===== src/rtl/ysyx_22050612_pkg.sv =====
// Shared definitions for the ysyx_22050612 instruction fetch unit.
//   XLEN          : architectural register / address width
//   RESET_PC_DEF  : default PC loaded on reset
//   EBREAK_INST   : instruction injected on a misaligned fetch (halts execution)
//   TIMER_W       : width of the response wait counter
//   ifu_state_t   : fetch FSM states
//   sel_word      : picks the 32-bit word of a doubleword selected by pc[2]
package ysyx_22050612_pkg;

  localparam int                XLEN         = 64;
  localparam logic [XLEN-1:0]   RESET_PC_DEF = 64'h0000_0000_8000_0000;
  localparam logic [31:0]       EBREAK_INST  = 32'h0010_0073;
  localparam int                TIMER_W      = 8;

  typedef enum logic [1:0] {
    REQ   = 2'd0,
    WAIT  = 2'd1,
    HOLD  = 2'd2,
    FAULT = 2'd3
  } ifu_state_t;

  function automatic logic [31:0] sel_word(input logic [XLEN-1:0] dw, input logic hi);
    return hi ? dw[63:32] : dw[31:0];
  endfunction

endpackage


===== src/rtl/ysyx_22050612_ifu_timer.sv =====
// Saturating wait counter for the fetch unit.
//   clk, rst_n   : clock, asynchronous active-low reset
//   i_clr        : restart counting from zero (new request accepted)
//   i_inc        : one more cycle spent waiting without a response
//   o_expired    : this increment brings the count to TIMEOUT_CYC (or beyond)
module ysyx_22050612_ifu_timer
  import ysyx_22050612_pkg::*;
#(
  parameter int TIMEOUT_CYC = 255
) (
  input  logic clk,
  input  logic rst_n,
  input  logic i_clr,
  input  logic i_inc,
  output logic o_expired
);

  localparam logic [TIMER_W-1:0] LAST_BEFORE = TIMER_W'(TIMEOUT_CYC - 1);
  localparam logic [TIMER_W-1:0] CNT_MAX     = {TIMER_W{1'b1}};

  logic [TIMER_W-1:0] r_cnt;

  always_ff @(posedge clk or negedge rst_n) begin
    if (!rst_n) begin
      r_cnt <= '0;
    end else if (i_clr) begin
      r_cnt <= '0;
    end else if (i_inc && (r_cnt != CNT_MAX)) begin
      r_cnt <= r_cnt + 1'b1;
    end
  end

  // Flag on the increment that lands on the limit, so the sticky error is
  // visible right after the TIMEOUT_CYC-th empty wait cycle.
  assign o_expired = i_inc && (r_cnt >= LAST_BEFORE);

endmodule


===== src/rtl/ysyx_22050612_ifu.sv =====
// Instruction fetch unit: owns the PC, issues one imem fetch at a time,
// buffers the returned instruction and hands it to execute with valid/ready.
//   clk, rst_n                       : clock, asynchronous active-low reset
//   imem_req_valid/ready, imem_addr  : fetch request (addr = pc, doubleword read)
//   imem_rsp_valid, imem_rsp_data    : single-cycle response pulse with doubleword
//   inst_valid/ready, inst, inst_pc  : instruction toward execute
//   dnpc                             : next pc, taken on the inst handshake
//   fetch_timeout                    : sticky, no response within TIMEOUT_CYC cycles
// Optional feature macro: IFU_MISALIGN_CHECK_EN -- a pc with pc[1:0]!=0 is not
// fetched; an ebreak is presented instead and the unit parks in FAULT.
module ysyx_22050612_ifu
  import ysyx_22050612_pkg::*;
#(
  parameter logic [XLEN-1:0] RESET_PC    = RESET_PC_DEF,
  parameter int              TIMEOUT_CYC = 255
) (
  input  logic            clk,
  input  logic            rst_n,
  output logic            imem_req_valid,
  input  logic            imem_req_ready,
  output logic [XLEN-1:0] imem_addr,
  input  logic            imem_rsp_valid,
  input  logic [XLEN-1:0] imem_rsp_data,
  output logic            inst_valid,
  input  logic            inst_ready,
  output logic [31:0]     inst,
  output logic [XLEN-1:0] inst_pc,
  input  logic [XLEN-1:0] dnpc,
  output logic            fetch_timeout
);

  ifu_state_t      r_state;
  ifu_state_t      w_state_nxt;
  logic [XLEN-1:0] r_pc;
  logic [31:0]     r_inst;
  logic [XLEN-1:0] r_inst_pc;
  logic            r_timeout;
  logic            w_misalign;
  logic            w_accept;
  logic            w_rsp_take;
  logic            w_consume;
  logic            w_wait_inc;
  logic            w_expired;

`ifdef IFU_MISALIGN_CHECK_EN
  assign w_misalign = (r_pc[1:0] != 2'b00);
`else
  assign w_misalign = 1'b0;
`endif

  assign w_accept   = imem_req_valid && imem_req_ready;
  // Responses only count while a request is outstanding.
  assign w_rsp_take = (r_state == WAIT) && imem_rsp_valid;
  assign w_consume  = (r_state == HOLD) && inst_ready;
  assign w_wait_inc = (r_state == WAIT) && !imem_rsp_valid;

  // State register
  always_ff @(posedge clk or negedge rst_n) begin
    if (!rst_n) begin
      r_state <= REQ;
    end else begin
      r_state <= w_state_nxt;
    end
  end

  // Next-state logic
  always_comb begin
    w_state_nxt = r_state;
    case (r_state)
      REQ: begin
        if (w_misalign) begin
          w_state_nxt = FAULT;
        end else if (imem_req_ready) begin
          w_state_nxt = WAIT;
        end
      end
      WAIT:    if (imem_rsp_valid) w_state_nxt = HOLD;
      HOLD:    if (inst_ready)     w_state_nxt = REQ;
      FAULT:   w_state_nxt = FAULT;
      default: w_state_nxt = REQ;
    endcase
  end

  // Output logic; the request is masked while reset is held so imem never
  // sees a request from a unit that is still being reset.
  always_comb begin
    imem_req_valid = rst_n && (r_state == REQ) && !w_misalign;
    inst_valid     = (r_state == HOLD) || (r_state == FAULT);
  end

  // Datapath: pc, instruction buffer, sticky timeout
  always_ff @(posedge clk or negedge rst_n) begin
    if (!rst_n) begin
      r_pc      <= RESET_PC;
      r_inst    <= '0;
      r_inst_pc <= RESET_PC;
      r_timeout <= 1'b0;
    end else begin
      if (w_rsp_take) begin
        r_inst    <= sel_word(imem_rsp_data, r_pc[2]);
        r_inst_pc <= r_pc;
      end
      if ((r_state == REQ) && w_misalign) begin
        r_inst    <= EBREAK_INST;
        r_inst_pc <= r_pc;
      end
      if (w_consume) begin
        r_pc <= dnpc;
      end
      if (w_expired) begin
        r_timeout <= 1'b1;
      end
    end
  end

  ysyx_22050612_ifu_timer #(
    .TIMEOUT_CYC (TIMEOUT_CYC)
  ) u_timer (
    .clk       (clk),
    .rst_n     (rst_n),
    .i_clr     (w_accept),
    .i_inc     (w_wait_inc),
    .o_expired (w_expired)
  );

  assign imem_addr     = r_pc;
  assign inst          = r_inst;
  assign inst_pc       = r_inst_pc;
  assign fetch_timeout = r_timeout;

endmodule


===== config.mk =====
export PLATFORM = sky130hd
export DESIGN_NAME = ysyx_22050612_ifu
export DESIGN_NICKNAME = d
export VERILOG_FILES = /design/src/rtl/ysyx_22050612_pkg.sv /design/src/rtl/ysyx_22050612_ifu_timer.sv /design/src/rtl/ysyx_22050612_ifu.sv
export SDC_FILE = /design/constraint.sdc
export NUM_CORES = 1
export LEC_CHECK = 0
export ABC_AREA = 1
export CAP_MARGIN = 20
export CORE_UTILIZATION = 40
export DETAILED_ROUTE_END_ITERATION = 10
export DONT_BUFFER_PORTS = 1
export PLACE_DENSITY = 0.63
export SLEW_MARGIN = 20
export SYNTH_ARGS = -nofsm -noshare
export SYNTH_HDL_FRONTEND = slang
export SYNTH_SLANG_ARGS = --single-unit

===== constraint.sdc =====
create_clock -name clk -period 1.49 [get_ports clk]
set_input_delay 0.149 -clock clk [delete_from_list [all_inputs] [get_ports clk]]
set_output_delay 0.149 -clock clk [all_outputs]
set_load 0.03 [all_outputs]

==> results.toml, run 1 <==
[run_status]
status = "finished with violations"
violations = "hold timing, setup timing"

[drt]
routed_wl_mm = 19.73
drt_first_pass_iters = 6
wl_met2_mm = 9.957
wl_per_cell_um = 18.42
routed.top_layer = "met4"
drt-vias-per-instance = 5.228
wl_met1_mm = 7.510
drtAntennaViolNets = 0
drt_iter0_markers = 293
vias = 5599
drc_errors = 0
route.met3.wl_mm = 1.560

[synth]
ys_types = 25
synth_fp_nets = 846
ys_ff_latch = 171
syn_area_um2 = 6914
syn_inst = 707
yosys_warnings = 0
syn_area_per_cell_um2 = 9.780
ys_seq_area_frac = 0.6193

[critical_path]
critPathCaptureType = "output port"
crit_path_cell_trace = "buf_6 -> ha_4 -> or2_4"
crit_arrival_ns = 1.39
cp_slowest_cell = "dfrtp_1"
required_ns = 1.34
cp-start-kind = "register"
slowest_delay_ns = 0.41
critPathKind = "register to output port"
crit_fanout = 3

[finish]
multi_input_area_um2 = 2419
area_delta_synth_final_pct = 35.36
antenna_cells = 0
regArea_um2 = 4283
nFillCells = 1383
drive_gt1_frac = 0.09871
layout.nets = 977
utilization = 0.5604

[grt]
antenna_found_initial = 0
grt_pass1_wl_mm = 29.10
grt_pass1_vias = 5799
grt.total_usage = 0.2099
grt.overflow.total = 0
grt_start_max_net_pins = 173

[power]
power_leakage_nw = 4.863
power_density_nw_per_um2 = 1003
swShare = 0.2237
clockPowerShare = 0.473
seqPwrFrac = 0.494
p_switching_mw = 2.100
pwr-share-comb = 0.033
p_total_mw = 9.389
p_int_mw = 7.289
peakVddDrop_mv = 0.7158

[job]
cap_violations = 0

[sta]
fmax_ghz = 0.6517
hold_violations = 171
relSlewSlack = 0.5881
setup_ws_ns = -0.04446
setup_viol = 6
slew_violations = 0
skew_ns = 0.01158
grt_setup_unrepaired = "true"
whs_ns = -0.5824
fin_setup_tns_ns = -0.1032
fin_crit_ns = 1.534
finalCritPeriodShare = 1.030
worst_pin_slew_ns = 0.6170

[clocking]
ctsHoldBuffers = 128
clk_latency_ns = 0.42
ctsRootBufferMaster = "clkbuf_16"
cts_tree = "built"
numCtsBuffers = 17
htreeDepth = 4
cts.reportedPaths.clkPinSlew_ns = 0.07
cts_sinks = 171
clock_path_buffers = 2

[floorplan]
num_rows = 47
die_h_um = 133.5
die_w_um = 133.5
ios = 296
die-area_um2 = 17820
initial_core_util = 0.4140
core_um2 = 16700

[placement]
hpwl_mm = 11.65
gp_congestion = 0.7802
port_buffers = 0

[hold_path]
hold_path_class = "primary input to asynchronous set/reset pin"
## cells in the final DEF (no fill, tap or decap), types with 4 or more instances in the layout
cell type / n
dlygate4sd3_1: 128
inv_1: 29
nand2_1: 206
inv_6: 5
clkbuf_16: 22
buf_12: 4
nand3_1: 6
o21ai_1: 28
nor2_1: 64
buf_4: 6
inv_2: 4
nand2_2: 4
mux2_1: 40
a21oi_1: 85
dfrtp_1: 168
inv_8: 5
## path summary, 6_finish.rpt
path	start	to	slack [ns]	depth (start not counted)
worst max-delay path	r_state[0]	inst_valid	-0.04	3
worst min-delay path	rst_n	inst_pc[8]	-0.58	0
worst max register to register	r_state[1]	inst[5]	-0.02	6
worst min register to register	inst[30]	inst[30]	0.54	2
max in group asynchronous	rst_n	r_state[1]	1.63	0
min in group clk	inst_ready	r_state[1]	0.02	4
## timing repair
item	4_1_cts	5_1_grt
gates resized for setup	16	17
endpoints found under the setup margin	58	104
pin swaps	1	2
cloned	0	5
endpoints found under the hold margin	267	171
buffers inserted	1	0
## routing by layer
layer  track usage  up-vias
li1              -     2533
met1        0.2251     2721
met2        0.3686      287
met3       0.07116       58
met4        0.1035        0
met5             0        -
## state kept, by name, indices dropped and copies added, names as in the netlist
register       count
fetch_timeout      1
u_timer.r_cnt      8
inst              32
inst_pc           64
r_state            2
imem_addr         64
## synth_stat cells (all sizes together)
master	instances	area, um^2
inv	36	135.1
mux2	40	450.4
a21oi	89	449.2
xor2	2	17.52
nand3	7	35.03
o31ai	1	7.510
ha	6	75.07
nand4	3	18.77
dfstp	2	52.55
buf	31	155.2
nor2	67	266.5
o21ai	28	140.1
or2	1	6.260
nand2	214	818.3
dfrtp	169	4229
clkbuf	5	18.77
o21bai	2	15.01
clkinv	3	16.27
a21o	1	7.510
## power groups by stage
stage | Combinational (mW) | Clock [mW] | Sequential (mW)
2_1_floorplan | 0.0223 | 0 | 4.73
3_3_place_gp | 0.0251 | 0 | 4.73
3_5_place_dp | 0.0255 | 0 | 4.73
4_1_cts | 0.298 | 4.55 | 4.64
5_1_grt | 0.326 | 4.74 | 4.64
6_report | 0.311 | 4.44 | 4.64
## critical path, delay by kind of cell (launching register included)
| kind | cells | cell delay, ns |
|---|---|---|
| flops | 1 | 0.41 |
| simple gates | 1 | 0.27 |
| fa+ha+maj | 1 | 0.15 |
| buf+inv | 1 | 0.14 |
## cell type report
class,count,area share
inverter,39,0.01725
clock inverter,14,0.01832
sequential,171,0.4576
clock buffer,18,0.04586
timing repair buffer,148,0.1731
multi-input combinational,461,0.2584
tap,220,0.02941
## logic make-up (layout without fill, tap and decap cells)
kind of cell / Yosys count / in the layout / synth area share
AOI/OAI and AO/OA: 121 / 121 / 0.08958
xor gates and xnor gates: 2 / 2 / 0.002534
adders and majority gates: 6 / 6 / 0.01086
buffers and inverters: 75 / 219 / 0.04705
DFF: 171 / 171 / 0.6193
muxes: 40 / 40 / 0.06515
and+or+nand+nor: 292 / 292 / 0.1656
## metrics by stage
step	worst slack [ns]	std cells	instance area [um^2]
global route	-0.08865	1071	9359
global placement	-0.01864	905	7211
detailed placement	-0.09092	905	7211
floorplan	0.04681	707	6914
finish	-0.04446	1071	9359
CTS	-0.07663	1066	9151
Power figures use the tool's default switching activity.
==> run 2, diff against run 1 <==
--- a/config.mk
+++ b/config.mk
@@ -7,10 +7,12 @@
 export LEC_CHECK = 0
 export ABC_AREA = 1
 export CAP_MARGIN = 20
-export CORE_UTILIZATION = 40
+export CELL_PAD_IN_SITES_DETAIL_PLACEMENT = 1
+export CELL_PAD_IN_SITES_GLOBAL_PLACEMENT = 2
+export CORE_UTILIZATION = 33
 export DETAILED_ROUTE_END_ITERATION = 10
 export DONT_BUFFER_PORTS = 1
-export PLACE_DENSITY = 0.63
+export PLACE_DENSITY = 0.82
 export SLEW_MARGIN = 20
 export SYNTH_ARGS = -nofsm -noshare
 export SYNTH_HDL_FRONTEND = slang
==> run 2 against run 1 <==
Highest routed layer unchanged. Clock power rose by 9.0%. Largest cell class unchanged. Clock skew hardly changed. The run still ends with hold timing, setup timing left. Register-to-register slack got worse by 0.11 ns.
==> results.toml, run 2 (same netlist as run 1, synthesis figures left out) <==
[finish]
layout.nets = 1016
area_delta_synth_final_pct = 53.64
drive_gt1_frac = 0.2326
layout_common_cells = "204 x nand2_1, 168 x dfrtp_1, 128 x dlygate4sd3_1"
layout_commonest_cell = "nand2_1"
final_cell_count_no_fill = 1160
antenna_cells = 0

[sta]
grt_setup_unrepaired = "true"
fin_crit_ns = 1.627
whs_ns = -0.5842
worst_pin_slew_ns = 0.7862
finalCritPeriodShare = 1.092
skew_ns = 0.01128
fmax_ghz = 0.6145
hold_violations = 171
slew_violations = 0
setup_viol = 95
relSlewSlack = 0.4751
setup_ws_ns = -0.1372

[grt]
grt.total_usage = 0.2293
grt_pass1_wl_mm = 37.76
antenna_found_initial = 0
grt_pass1_vias = 6481
grt_start_max_net_pins = 173
grt.overflow.total = 0

[placement]
dp.cells = 956
dp_slack_ns = -0.1111
gp_congestion = 0.7958
port_buffers = 0
hpwl_mm = 13.77

[floorplan]
die-area_um2 = 21530
die_w_um = 146.7
die_h_um = 146.7
num_rows = 52
ios = 296
initial_core_util = 0.3395
core_um2 = 20360

[drt]
drt_first_pass_iters = 4
drt_iter0_markers = 268
wl_per_cell_um = 23.89
vias = 6011
drt-vias-per-instance = 5.182
routed_wl_mm = 27.71
drc_errors = 0
drtAntennaViolNets = 0

[clocking]
cts.reportedPaths.clkPinSlew_ns = 0.07
ctsRootBufferMaster = "clkbuf_16"
ctsHoldBuffers = 128
cts_tree = "built"
clk_latency_ns = 0.42
htreeDepth = 4
cts_sinks = 171
numCtsBuffers = 17
clock_path_buffers = 2

[critical_path]
worst-r2r-setup-slack_ns = -0.13
crit_arrival_ns = 1.48
critPathKind = "register to output port"
critPathCaptureType = "output port"
cp-start-kind = "register"
required_ns = 1.34
crit_fanout = 4

[power]
power_density_nw_per_um2 = 924.4
peakVddDrop_mv = 0.8102
power_leakage_nw = 5.413

[job]
cap_violations = 0

[run_status]
violations = "hold timing, setup timing"
status = "finished with violations"

[hold_path]
hold_path_class = "primary input to asynchronous set/reset pin"
## run 2: routing by layer
metal | GRT usage | vias to the layer above | wire [um]
li1 | - | 2621 | -
met1 | 0.2511 | 3073 | 10450
met2 | 0.4085 | 262 | 14370
met3 | 0.07547 | 55 | 2060
met4 | 0.09010 | 0 | 828
met5 | 0 | - | 0
## run 2: worst paths after layout
| path | start | end | cells after the start |
|---|---|---|---|
| setup / recovery | r_state[1] | inst_valid | 3 |
| hold / removal | rst_n | imem_addr[15] | 0 |
| setup reg to reg | r_state[1] | inst[11] | 7 |
| hold reg to reg | u_timer.r_cnt[7] | u_timer.r_cnt[7] | 2 |
| max in group asynchronous | rst_n | inst_pc[31] | 0 |
| min in group clk | inst_ready | r_state[1] | 4 |
## run 2: stage by stage
stage                     total power [mW]  instance area (um^2)  TNS, ns  hold WS [ns]  utilization
after floorplan                      4.752                  6914        0       -0.1466            -
after global placement               4.754                  7268        0       -0.1417       0.3569
after detailed placement             4.757                  7268  -0.9732       -0.1420       0.3569
after CTS                            9.884                  9769   -8.239       -0.6040       0.4797
after global routing                 10.13                 10620   -16.58       -0.6133       0.5216
final                                9.819                 10620   -4.372       -0.5842       0.5216
## run 2: timing repair
action	CTS	global route
endpoints found under the setup margin	68	171
endpoints found under the hold margin	267	171
gates resized for setup	72	80
pin swaps	4	8
cloned	8	23
buffers inserted	6	7
## run 2: worst max-delay path: stages (launching register included)
cell and delay (ns):
dfrtp_2 0.45, buf_4 0.16, ha_4 0.15, or2_4 0.30
## run 2: cell type report
type                    instances  area [um^2]
clock buffers                  17        425.4
clock inverters                15        209.0
fillers                      2109         9742
inverters                      39        172.7
multi-input cells             461         2731
flip-flops and latches        171         4283
well taps                     270        337.8
repair buffers                187         2464
## run 2: where the power goes
part           internal [mW]  switching (mW)  total [mW]
logic                  0.239           0.104       0.343
clock network           2.84            1.99        4.84
registers               4.64               0        4.64
total                   7.72            2.10        9.82
==> run 3, diff against run 2 <==
--- a/config.mk
+++ b/config.mk
@@ -9,6 +9,7 @@
 export CAP_MARGIN = 20
 export CELL_PAD_IN_SITES_DETAIL_PLACEMENT = 1
 export CELL_PAD_IN_SITES_GLOBAL_PLACEMENT = 2
+export CORE_MARGIN = 2
 export CORE_UTILIZATION = 33
 export DETAILED_ROUTE_END_ITERATION = 10
 export DONT_BUFFER_PORTS = 1
==> run 3 against run 2 <==
The run still ends with hold timing, setup timing left. Sequential power is essentially flat. Worst setup slack gained 0.016 ns. Via count is 3.7% lower. Register-to-register slack is essentially flat. Hold slack hardly changed. Cell count decreased by 2.2%. Sequential share of layout area up 2.5 points. Critical endpoint is now imem_addr[26]. Largest power group is now registers.
==> results.toml, run 3 (same netlist as run 1, synthesis figures left out) <==
[sta]
slew_violations = 0
relSlewSlack = 0.7024
setup_viol = 54
setup_ws_ns = -0.1214
fin_crit_ns = 1.611
worst_pin_slew_ns = 0.4465
hold_violations = 171
whs_ns = -0.5842
grt_setup_unrepaired = "true"
finalCritPeriodShare = 1.081
fin_setup_tns_ns = -2.154
skew_ns = 0.01011
fmax_ghz = 0.6206

[finish]
area_delta_synth_final_pct = 44.73
layout_commonest_cell = "nand2_1"
final_cell_count_no_fill = 1134
final_area_um2 = 10010
layout_common_cells = "206 x nand2_1, 168 x dfrtp_1, 129 x dlygate4sd3_1"
nFillCells = 2196
drive_gt1_frac = 0.2051
utilization = 0.4898
layout.nets = 989

[power]
p_int_mw = 7.313
clockPowerShare = 0.479
pwr-share-comb = 0.037
swShare = 0.2356
seqPwrFrac = 0.485
power_leakage_nw = 5.083
peakVddDrop_mv = 0.7202
power_density_nw_per_um2 = 956.0
p_switching_mw = 2.254

[drt]
wl_per_cell_um = 22.13
drc_errors = 0
drt_first_pass_iters = 4
drt-vias-per-instance = 5.104
vias = 5788
drt_iter0_markers = 203
drtAntennaViolNets = 0
routed_wl_mm = 25.10

[floorplan]
die-area_um2 = 22130
initial_core_util = 0.3384
num_rows = 52
die_h_um = 148.7
ios = 296
die_w_um = 148.7
core_um2 = 20430

[grt]
grt.overflow.total = 0
antenna_found_initial = 1
grt.total_usage = 0.2126
grt_pass1_vias = 6440
grt_pass1_wl_mm = 36.40
grt_start_max_net_pins = 173

[clocking]
clk_latency_ns = 0.42
ctsRootBufferMaster = "clkbuf_16"
cts.reportedPaths.clkPinSlew_ns = 0.07
numCtsBuffers = 17
cts_sinks = 171
cts_tree = "built"
ctsHoldBuffers = 129
htreeDepth = 4
clock_path_buffers = 2

[critical_path]
crit_fanout = 8
slowest_delay_ns = 0.40
critPathKind = "register to register"
critPathCaptureType = "register"
required_ns = 1.80
cp-start-kind = "register"
crit_path_cell_trace = "inv_2 -> ha_4 -> buf_6 -> nand2_8 -> buf_12 -> buf_16 -> mux2_4"
crit_arrival_ns = 1.92
cp_slowest_cell = "dfrtp_1"

[placement]
hpwl_mm = 14.28
port_buffers = 0
dp.cells = 960
dp_slack_ns = -0.09169
gp_congestion = 0.7983
placed_area_um2 = 7311

[run_status]
status = "finished with violations"
violations = "hold timing, setup timing"

[hold_path]
hold_path_class = "primary input to asynchronous set/reset pin"

[job]
cap_violations = 0
[run 3: worst max-delay path: cells and delay by family, from the launching register on]
kind          cells  cell delay [ns]
fa+ha+maj         1             0.15
buf+inv           4             0.53
flops             1             0.40
mux               1             0.30
simple gates      1             0.11
[run 3: layer usage]
layer / vias up / part of all wire / global-route usage
li1: 2560 / - / -
met1: 2906 / 0.37 / 0.2334
met4: 0 / 0.038 / 0.09524
met2: 259 / 0.51 / 0.3778
met3: 63 / 0.081 / 0.06636
met5: - / 0 / 0
[run 3: metrics by stage]
stage          hold slack, ns  total power [mW]
2_1_floorplan         -0.1466             4.752
3_3_place_gp          -0.1403             4.754
3_5_place_dp          -0.1393             4.755
4_1_cts               -0.6100             9.642
5_1_grt               -0.6127             9.911
6_report              -0.5842             9.567
[run 3: cell type report]
type                       instances  area (um^2)  share of cell area
clock buffer                      17        425.4             0.04251
sequential                       171         4283              0.4280
multi-input combinational        461         2744              0.2742
antenna                            1        2.502           0.0002501
inverter                          39        161.4             0.01613
tap                              270        337.8             0.03376
clock inverter                    15        187.7             0.01875
timing repair buffer             160         1866              0.1864
[run 3: power by group through the flow]
stage | Combinational, mW | Clock, mW | Sequential [mW]
global placement | 0.0256 | 0 | 4.73
detailed placement | 0.0268 | 0 | 4.73
finish | 0.350 | 4.58 | 4.64
floorplan | 0.0223 | 0 | 4.73
CTS | 0.310 | 4.70 | 4.64
global route | 0.366 | 4.91 | 4.64
[run 3: repair_timing]
item,CTS,global route
endpoints found under the setup margin,59,168
pin swaps,3,2
setup buffers,3,2
hold endpoints to repair,267,171
resized for setup,25,126
gates cloned,4,4
[run 3: final timing paths]
check | start | endpoint | slack, ns | depth (start not counted)
setup / recovery | r_state[0] | imem_addr[26] | -0.12 | 7
hold / removal | rst_n | imem_addr[13] | -0.58 | 0
setup reg to reg | r_state[0] | imem_addr[26] | -0.12 | 7
hold reg to reg | u_timer.r_cnt[7] | u_timer.r_cnt[7] | 0.55 | 2
max in group asynchronous | rst_n | imem_addr[31] | 1.71 | 0
min in group clk | inst_ready | r_state[1] | 0.04 | 4
